[src/rtl/cdma_pkg.sv]
// rtl/cdma_pkg.sv - shared constants for the DSSS/CDMA transmit and despread paths
package cdma_pkg;
  localparam int PN_WIDTH  = 6;
  localparam int OUT_WIDTH = 8;
  localparam int AMPLITUDE = 100;
  localparam int TAP_HI    = 5;
  localparam int TAP_LO    = 0;

  localparam logic [PN_WIDTH-1:0] PN_SEED = 6'b000001;

  localparam logic signed [OUT_WIDTH-1:0] BPSK_POS = OUT_WIDTH'(AMPLITUDE);
  localparam logic signed [OUT_WIDTH-1:0] BPSK_NEG = OUT_WIDTH'(-AMPLITUDE);
endpackage

[src/rtl/pn_lfsr6.sv]
// rtl/pn_lfsr6.sv - free-running x^6+x^5+1 Fibonacci LFSR, period 63
// Shared with the receiver despreader so both sides derive identical chips from the same seed.
module pn_lfsr6
  import cdma_pkg::*;
(
  input  logic                clk,
  input  logic                rst,
  output logic [PN_WIDTH-1:0] pn_seq
);

  logic [PN_WIDTH-1:0] pn_d;
  logic [PN_WIDTH-1:0] pn_q;

  // The all-zero state is a fixed point of the LFSR; reseed rather than stall.
  always_comb begin
    pn_d = {pn_q[PN_WIDTH-2:0], pn_q[TAP_HI] ^ pn_q[TAP_LO]};
    if (pn_q == '0) begin
      pn_d = PN_SEED;
    end
  end

  always_ff @(posedge clk) begin
    if (!rst) begin
      pn_q <= PN_SEED;
    end else begin
      pn_q <= pn_d;
    end
  end

  assign pn_seq = pn_q;

endmodule

[src/rtl/cdma_transmitter.sv]
// rtl/cdma_transmitter.sv - single-user DSSS chip generator with BPSK mapping
// The output is combinational from the PN state and live inputs: zero latency.
module cdma_transmitter
  import cdma_pkg::*;
(
  input  logic                        clk,
  input  logic                        rst,
  input  logic                        data_in,
  input  logic [PN_WIDTH-1:0]         user_code_1,
  input  logic [PN_WIDTH-1:0]         user_code_2,
  input  logic                        user_select,
  output logic signed [OUT_WIDTH-1:0] bpsk_out
);

  logic [PN_WIDTH-1:0] pn_seq;
  logic [PN_WIDTH-1:0] code;
  logic                chip;

  pn_lfsr6 u_lfsr (
    .clk    (clk),
    .rst    (rst),
    .pn_seq (pn_seq)
  );

  always_comb begin
    code     = user_select ? user_code_2 : user_code_1;
    chip     = ^(pn_seq & code);
    bpsk_out = (data_in ^ chip) ? BPSK_POS : BPSK_NEG;
  end

endmodule

[config.mk]
export PLATFORM = sky130hd
export DESIGN_NAME = cdma_transmitter
export DESIGN_NICKNAME = d
export VERILOG_FILES = /design/src/rtl/cdma_pkg.sv /design/src/rtl/pn_lfsr6.sv /design/src/rtl/cdma_transmitter.sv
export SDC_FILE = /design/constraint.sdc
export NUM_CORES = 1
export LEC_CHECK = 0
export ABC_CLOCK_PERIOD_IN_PS = 3700
export CAP_MARGIN = 25
export CORE_AREA = 10 10 47 49
export CTS_CLUSTER_SIZE = 28
export DETAILED_ROUTE_END_ITERATION = 10
export DIE_AREA = 0 0 57 59
export PLACE_DENSITY_LB_ADDON = 0.2
export SKIP_CTS_REPAIR_TIMING = 1
export SYNTH_ARGS = -nofsm -noshare
export SYNTH_HDL_FRONTEND = slang
export SYNTH_SLANG_ARGS = --single-unit
export TNS_END_PERCENT = 20
[constraint.sdc]
create_clock -name clk -period 3.7 [get_ports clk]
set_clock_uncertainty 0.1 [all_clocks]
set_input_delay 1.11 -clock clk [delete_from_list [all_inputs] [get_ports clk]]
set_output_delay 1.11 -clock clk [all_outputs]
set_load 0.01 [all_outputs]
### After elaboration in Yosys (flattened, before gate mapping)

Cells that the tools add are included.

| word-level totals | value |
|---|---|
| input port bits | 16 |
| word-level logic and storage cells | 10 |
| output and inout bits | 8 |
| flip-flop bits (word level) | 6 |

| operators by class | value |
|---|---|
| multiplexer cells | 2 |
| bitwise logic cells | 4 |
| reduce and logical (&&, ||, !) cells | 3 |

Operators with widths:

| kind | number |
|---|---|
| 8-bit two-way mux | 1 |
| 6-bit AND | 1 |
| 6-bit logical NOT | 1 |
| 6-bit two-way mux | 1 |
| 6-bit XOR reduction | 1 |
| 2-bit OR reduction | 1 |
| 1-bit XOR | 2 |
| 1-bit inverter | 1 |

### Logic depth before layout (Yosys ltp)

Gate-level depths: netlist of the first run.

| depth | value |
|---|---|
| depth after elaboration | 5 |
| mapped depth | 6 |
| mapped depth without buffers | 4 |

### By module

A second synthesis of the first run with hierarchy kept.

| unflattened totals | value |
|---|---|
| cell total of the unflattened synthesis | 41 |
| area, all modules | 431.7 um^2 |

By module, submodules not included:

| module | cells an instance | instances | area an instance (um^2) |
|---|---|---|---|
| cdma_transmitter | 26 | 1 | 255.2 |
| pn_lfsr6 | 15 | 1 | 176.4 |

### Worst setup path before layout of the first run

Ideal clock, no wire load.

| timing | value |
|---|---|
| kind | in2out |
| from | input port user_select |
| to | output port bpsk_out[4] |
| stages | 6 |
| path slack | 57 ps |
| data arrival time | 2433 ps |
| cell sequence | buf_6 > mux2_1 > nand2_1 > xor2_2 > xor3_1 > buf_4 |

| on the way | value |
|---|---|
| word-level cells in the longest chain between the ends | 5 |

Ends and longest elaborated chain:

| item | RTL line | source |
|---|---|---|
| start, declared | cdma_transmitter.sv:11 | `input logic user_select,` |
| 6-bit two-way mux | cdma_transmitter.sv:26 | `code = user_select ? user_code_2 : user_code_1;` |
| 6-bit AND | cdma_transmitter.sv:27 | `chip = ^(pn_seq & code);` |
| 6-bit XOR reduction | cdma_transmitter.sv:27 |  |
| 1-bit XOR | cdma_transmitter.sv:28 | `bpsk_out = (data_in ^ chip) ? BPSK_POS : BPSK_NEG;` |
| 8-bit two-way mux | cdma_transmitter.sv:28 |  |
| end, declared | cdma_transmitter.sv:12 | `output logic signed [OUT_WIDTH-1:0] bpsk_out` |

Every way passes these cells.

### Worst setup path after layout of the first run

| timing | value |
|---|---|
| from | input port user_select |
| to | output port bpsk_out[6] |

Same word-level chain as after synthesis.

==> metrics.sh, run 1 <==
DETAIL_ROUTE.FIRST_PASS.ITERATIONS=4
CLKSINKCOUNT=6
DRT_WL_TOTAL_MM=1.04
LARGEST_REG_FLOPS=6
MAXCAPVIOLCOUNT=0
GRT_SETUP_UNREPAIRED='true'
CP.ARRIVAL_NS=2.72
CORE.ROWCOUNT=14
CLK_PIN_SLEW_NS=0.04
INITIALDRTVIOLATIONCOUNT=3
FINAL-SEQ-AREA_SQ_UM=120
ROUTED_VIAS_INST=4.20
YOSYS.AREA_SHARE.XOR_XNOR_PCT=22.9
YOSYS.AREA.TOP_TYPE_SHARE_PCT=27.1
ANTENNA_LEFT=0
HPWL_UM=824
DRIVE_ABOVE_1_SHARE_PCT=42.2
WORST_SETUP_PATH_STARTPOINT='user_select'
SYNTH-COMPOUND-AREA-SHARE_PCT=1.13
TIMING.FMAX_MHz=255
N_FILL_CELL=142
CLK_PATH_BUF_DEPTH=2
HOLD_PATH_DEPTH=1
LAYOUT_MIN_CYCLE_TIME_NS=3.93
FAILED_CHECKS='negative setup slack'
NETLIST_AREA_SQ_UM=443
SYNTH_AREA_LEADER_CELL='dfxtp_1'
SYNTH_TOP_FAMILY_BY_AREA='XOR/XNOR gates'
TYPE_OF_THE_WORST_MIN_DELAY_PATH='flip-flop to flip-flop'
CORE_AREA_SQ_UM=1400
CRIT_FANOUT=2
SYN2LAYOUT_AREA_GROWTH_PCT=59.6
GLOBAL_ROUTE_WIRE_LENGTH_BEFORE_REPAIR_MM=1.47
POWER.IR.VDD_WORST_V=0.000136
MOST-COMMON-LAYOUT-CELLS='8 x clkdlybuf4s50_1, 6 x and2_1, 6 x dlymetal6s2s_1, 6 x dfxtp_1'
FIN_CRIT_SH_PCT=106
BUFFER_PORTS.INSERTED=20
CRIT_PATH_START_KIND='input pin'
REG2REG_SETUP_SLACK_NS=2.73
POST_SYNTH_INST_COUNT=41
FINALMAXSLEWVIOLATIONS=0
POSTLAYOUTSETUPSLACKWORST_NS=-0.227
FINAL_UTIL_PCT=50.4
FINAL.SETUP.TNS_NS=-0.917
VIAS=336
DRT_DRC_VIOLATIONS_LEFT=0
POWER.DENSITY_CELL_AREA_nW_PER_UM2=300
INITIAL_UTILIZATION_PCT=31.6
TIMING.FINAL.HOLD_VIOLATIONS=0
AVERAGE_SIZE_OF_A_MAPPED_CELL_SQ_UM=10.8
DIE_H_UM=59
SYNTH_TOP_CELLS_BY_AREA='dfxtp_1 27%, buf_4 10%, mux2_4 10%, xnor3_1 10%, and2_1 8.5%'
STATUS='complete, but fails checks'
LARGEST_NET_DEGREE_AT_THE_START_OF_GLOBAL_ROUTING=7
TOTAL_LEAKAGE_POWER_nW=0.385
WORSTHOLDSTART='u_lfsr.pn_seq[3]$_SDFF_PP0_'
SETUP-VIOLATIONS-FINAL=5
YOSYS_WARNINGS=0
GLOBALPLACE.CONGESTION=0.638
GLOBAL_ROUTE.OVERFLOW_TOTAL=0
CHIPWIDTH_UM=57
HTREE_NUM_LEVELS=1
WORSTSKEWPAIRLATENCY_NS=0.24
FIRST_GLOBAL_VIAS=351
CRIT-REG2REG-CAPTURE='u_lfsr.pn_seq[0]$_SDFF_PP1_'
MUXSHAREOFSYNTHAREA_PCT=17.8
ROUTED_WIRE_LENGTH_PER_INSTANCE_UM=13.0
FINAL_COMMON_CELL='clkdlybuf4s50_1'
GRT_ANTENNA_BEFORE_REPAIR=0
POST_SYNTH_NUM_CELL_TYPES=16
POST_SYNTH_AND_OR_NAND_NOR_AREA_FRACTION_PCT=16.7
CP.REQUIRED_NS=2.49
TIMING.HOLD.WORST_ENDPOINT='u_lfsr.pn_seq[4]$_SDFF_PP0_'
SEQ_AREA_FRAC_SYNTH_PCT=27.1
FLOP_AND_LATCH_COUNT_OUT_OF_SYNTHESIS=6
PIN_COUNT=24
MULTI_INPUT_COMBINATIONAL_CELL_AREA_SQ_UM=304
WORST_R2R_PATH_DEPTH=3
CTS_TREE='done'
ROOT_BUFFER='clkbuf_4'
WORST_SETUP_PATH_END_KIND='output pin'
DIE-AREA_SQ_UM=3360
CRIT-REG2REG-LAUNCH='u_lfsr.pn_seq[1]$_SDFF_PP0_'
CRITPATHKIND='input pin to output pin'
FINISH.NET_COUNT=82
ANTENNA-DIODE-COUNT=0
GRT_USAGE_PCT=5.73
CTS_BUFFERS=3
POST_SYNTH_FA_HA_MAJ_AREA_FRACTION_PCT=0
[where the power goes]
| group | total (mW) | leakage, nW | internal, mW | switching (mW) |
|---|---|---|---|---|
| Sequential | 0.0697 | 0.0493 | 0.0673 | 0.00237 |
| Clock | 0.0586 | 0.0138 | 0.0366 | 0.0220 |
| Combinational | 0.0839 | 0.322 | 0.0505 | 0.0334 |
| Total | 0.212 | 0.385 | 0.154 | 0.0578 |
[metrics by stage]
step,worst slack [ns],area [sq um],instances,hold WS [ns],power [mW]
floorplan,0.0575,447,42,0.353,0.129
global placement,-0.821,626,73,0.390,0.168
detailed placement,-0.830,626,73,0.381,0.167
CTS,-0.839,648,76,0.394,0.229
global route,-0.275,707,80,0.423,0.227
finish,-0.227,707,80,0.405,0.212
[cell type report]
class	instances	share of cell area [%]
tap	16	2.83
timing repair buffer	26	34.0
sequential	6	17.0
multi-input combinational	29	43.0
clock buffer	3	3.19
[worst max-delay path: stages]
cell and delay [ns]:
buf_6 0.09, buf_6 0.10, mux2_4 0.29, nand2_2 0.06
xnor3_1 0.41, buf_4 0.15, xnor3_1 0.35, buf_2 0.15
[how the worst max path moves through the flow]
stage / endpoint / slack, ns / depth (start not counted)
detailed placement: bpsk_out[4] / -0.83 / 7
global placement: bpsk_out[7] / -0.82 / 7
floorplan: bpsk_out[4] / 0.06 / 6
finish: bpsk_out[6] / -0.23 / 8
global route: bpsk_out[6] / -0.27 / 8
CTS: bpsk_out[4] / -0.84 / 7
[logic make-up after synthesis]
family          after synthesis
simple gates                 14
buf+inv                       7
mux                           6
flops                         6
xor+xnor                      5
other cells                   2
compound gates                1
[cells in the mapped netlist]
| master | n |
|---|---|
| xor2_2 | 2 |
| conb_1 | 2 |
| nand2_1 | 5 |
| xnor3_1 | 2 |
| mux2_1 | 2 |
| mux2_2 | 1 |
| o21ai_1 | 1 |
| nand2_2 | 1 |
| and2_1 | 6 |
| dfxtp_1 | 6 |
| mux2_4 | 3 |
| nor3_1 | 1 |
| xor3_1 | 1 |
| buf_6 | 1 |
| nor4_1 | 1 |
| buf_4 | 6 |
[metal layers]
layer / share of wire (%) / track usage (%) / vias to the layer above
met5: 0 / 0 / -
met4: 0.58 / 5.03 / 0
met3: 9.9 / 4.51 / 2
met2: 51 / 8.06 / 16
met1: 38 / 5.28 / 150
li1: - / - / 168
Note: power is estimated with default switching activity, not from simulation.
==> run 2, diff against run 1 <==
--- a/config.mk
+++ b/config.mk
@@ -5,7 +5,6 @@
 export SDC_FILE = /design/constraint.sdc
 export NUM_CORES = 1
 export LEC_CHECK = 0
-export ABC_CLOCK_PERIOD_IN_PS = 3700
 export CAP_MARGIN = 25
 export CORE_AREA = 10 10 47 49
 export CTS_CLUSTER_SIZE = 28
==> results of run 2 <==
Final layout, timing and power as in run 1 (identical DEF).
==> run 3, diff against run 2 <==
--- a/config.mk
+++ b/config.mk
@@ -10,9 +10,9 @@
 export CTS_CLUSTER_SIZE = 28
 export DETAILED_ROUTE_END_ITERATION = 10
 export DIE_AREA = 0 0 57 59
+export DONT_BUFFER_PORTS = 1
 export PLACE_DENSITY_LB_ADDON = 0.2
 export SKIP_CTS_REPAIR_TIMING = 1
 export SYNTH_ARGS = -nofsm -noshare
 export SYNTH_HDL_FRONTEND = slang
 export SYNTH_SLANG_ARGS = --single-unit
-export TNS_END_PERCENT = 20
==> constraint.sdc (replaced) <==
create_clock -name clk -period 4.6 [get_ports clk]
set_clock_uncertainty 0.1 [all_clocks]
set_input_delay 1.38 -clock clk [delete_from_list [all_inputs] [get_ports clk]]
set_output_delay 1.38 -clock clk [all_outputs]
set_load 0.01 [all_outputs]
==> metrics.sh, run 3 (synthesized netlist as in run 1, its figures left out) <==
STATUS='complete, no violations'
FINAL_UTIL_PCT=30.9  # -20 points
WORST_SETUP_PATH_END_KIND='output pin'
ROUTED_WIRE_LENGTH_PER_INSTANCE_UM=14.5  # +11%
CLKSINKCOUNT=6  # unchanged
FINAL.SETUP.TNS_NS=0  # +0.917 ns
FINISH.NET_COUNT=56  # -32%
SYN2LAYOUT_AREA_GROWTH_PCT=-2.26
LARGEST_REG_FLOPS=6  # unchanged
FINALMAXSLEWVIOLATIONS=0  # unchanged
TIMING.FINAL.HOLD_VIOLATIONS=0  # unchanged
CLK_PIN_SLEW_NS=0.04  # about the same
GRT_ANTENNA_BEFORE_REPAIR=0  # unchanged
PIN_COUNT=24  # unchanged
GRT_SETUP_UNREPAIRED='false'
VIAS=241  # -28%
MET3_USAGE_PCT=4.08  # -0.43 points
CRITICAL_PATH.CELL_CHAIN='mux2_4 > nand2_1 > xnor3_1 > xor3_1'
SETUP-VIOLATIONS-FINAL=0  # -5
GLOBAL_ROUTE.OVERFLOW_TOTAL=0  # unchanged
N_FILL_CELL=155  # +9.2%
MAXCAPVIOLCOUNT=0  # unchanged
LAYOUT_MIN_CYCLE_TIME_NS=4.03
GLOBAL_ROUTE_WIRE_LENGTH_BEFORE_REPAIR_MM=1.26  # -15%
INITIAL_UTILIZATION_PCT=31.6  # unchanged
GRT_BUSIEST_LAYER='met2'
WORSTSKEWPAIRLATENCY_NS=0.24  # about the same
ANTENNA_LEFT=0  # unchanged
TIMING.FMAX_MHz=248
CTS_TREE='done'
HTREE_NUM_LEVELS=1  # unchanged
LARGEST_NET_DEGREE_AT_THE_START_OF_GLOBAL_ROUTING=7  # unchanged
GRTUSAGEMET1_PCT=4.42  # -0.86 points
FIRST_GLOBAL_VIAS=302  # -14%
DETAIL_ROUTE.FIRST_PASS.ITERATIONS=4  # unchanged
CRIT_FANOUT=6  # +4
GLOBALPLACE.CONGESTION=0.684  # +7.2%
CORE_AREA_SQ_UM=1400  # unchanged
HOLDWS_NS=0.394  # -0.0108 ns
TOTAL_LEAKAGE_POWER_nW=0.198  # -49%
CRITPATHKIND='input pin to output pin'
CTS_BUFFERS=3  # unchanged
CRIT_PATH_START_KIND='input pin'
TYPE_OF_THE_WORST_MIN_DELAY_PATH='flip-flop to flip-flop'
DRIVE_ABOVE_1_SHARE_PCT=26.3  # -16 points
INITIALDRTVIOLATIONCOUNT=4  # +1
TIMING.CRITICAL_PATH.SLOWEST_CELL_DELAY_NS=0.42  # about the same
CLK_PATH_BUF_DEPTH=2  # unchanged
ROUTED_VIAS_INST=4.46  # +6.3%
GRT_USAGE_PCT=4.98  # -0.75 points
POST-PLACE-WS_NS=0.556  # +1.39 ns
HPWL_UM=684  # -17%
FIN_CRIT_SH_PCT=87.5
POSTLAYOUTSETUPSLACKWORST_NS=0.574  # +0.802 ns
GR-USAGE-MET2_PCT=7.75  # -0.31 points
CP.REQUIRED_NS=3.12  # +0.63 ns
CP.ARRIVAL_NS=2.55  # -0.17 ns
DIE_H_UM=59  # unchanged
POWER.IR.VDD_WORST_V=0.0000906  # -33%
CHIPWIDTH_UM=57  # unchanged
ANTENNA-DIODE-COUNT=0  # unchanged
ROOT_BUFFER='clkbuf_4'
DRT_WL_TOTAL_UM=783  # -25%
CRIT_SLOWEST_CELL='xor3_1'
MOST-COMMON-LAYOUT-CELLS='6 x and2_1, 6 x dfxtp_1, 5 x nand2_1'
POWER.DENSITY_CELL_AREA_nW_PER_UM2=318  # +5.9%
BUFFER_PORTS.INSERTED=0  # -100%
DRT_DRC_VIOLATIONS_LEFT=0  # unchanged
CORE.ROWCOUNT=14  # unchanged
DIE-AREA_SQ_UM=3360  # unchanged
==> run 3: worst max-delay path: cells and delay by family <==
family,cells,cell delay [ns]
AND/OR/NAND/NOR,1,0.06
XOR/XNOR,2,0.83
multiplexers,1,0.27
==> run 3: power by group <==
group          switching, mW  total, mW  leakage, nW  internal, mW
clock network         0.0170     0.0464       0.0138        0.0294
registers            0.00144     0.0556       0.0493        0.0542
logic                 0.0172     0.0357        0.135        0.0185
total                 0.0356      0.138        0.198         0.102
==> run 3: cell type report <==
cell class	instances	area [sq um]	share of cell area, %
Tap cell	16	20.0	4.62
Sequential cell	6	120	27.7
Multi-Input combinational cell	29	270	62.4
Clock buffer	3	22.5	5.20
==> run 3: per-stage QoR <==
stage | cell area (sq um) | std cells | total power [mW]
after CTS | 433 | 54 | 0.141
after detailed placement | 410 | 51 | 0.0926
final | 433 | 54 | 0.138
after floorplan | 447 | 42 | 0.104
after global placement | 410 | 51 | 0.0925
after global routing | 433 | 54 | 0.146
==> run 3: path summary, 6_finish.rpt <==
path	startpoint	endpoint	depth (start not counted)	slack, ns
setup / recovery	user_select	bpsk_out[4]	4	0.57
hold / removal	u_lfsr.pn_seq[2]$_SDFF_PP0_	u_lfsr.pn_seq[3]$_SDFF_PP0_	1	0.39
setup reg to reg	u_lfsr.pn_seq[1]$_SDFF_PP0_	u_lfsr.pn_seq[0]$_SDFF_PP1_	3	3.62
hold reg to reg	u_lfsr.pn_seq[2]$_SDFF_PP0_	u_lfsr.pn_seq[3]$_SDFF_PP0_	1	0.39
==> run 3: per-layer routing <==
layer	routed length, um	vias to the layer above
met1	300	110
met5	0	-
met3	95	2
met4	4	0
li1	-	117
met2	383	12
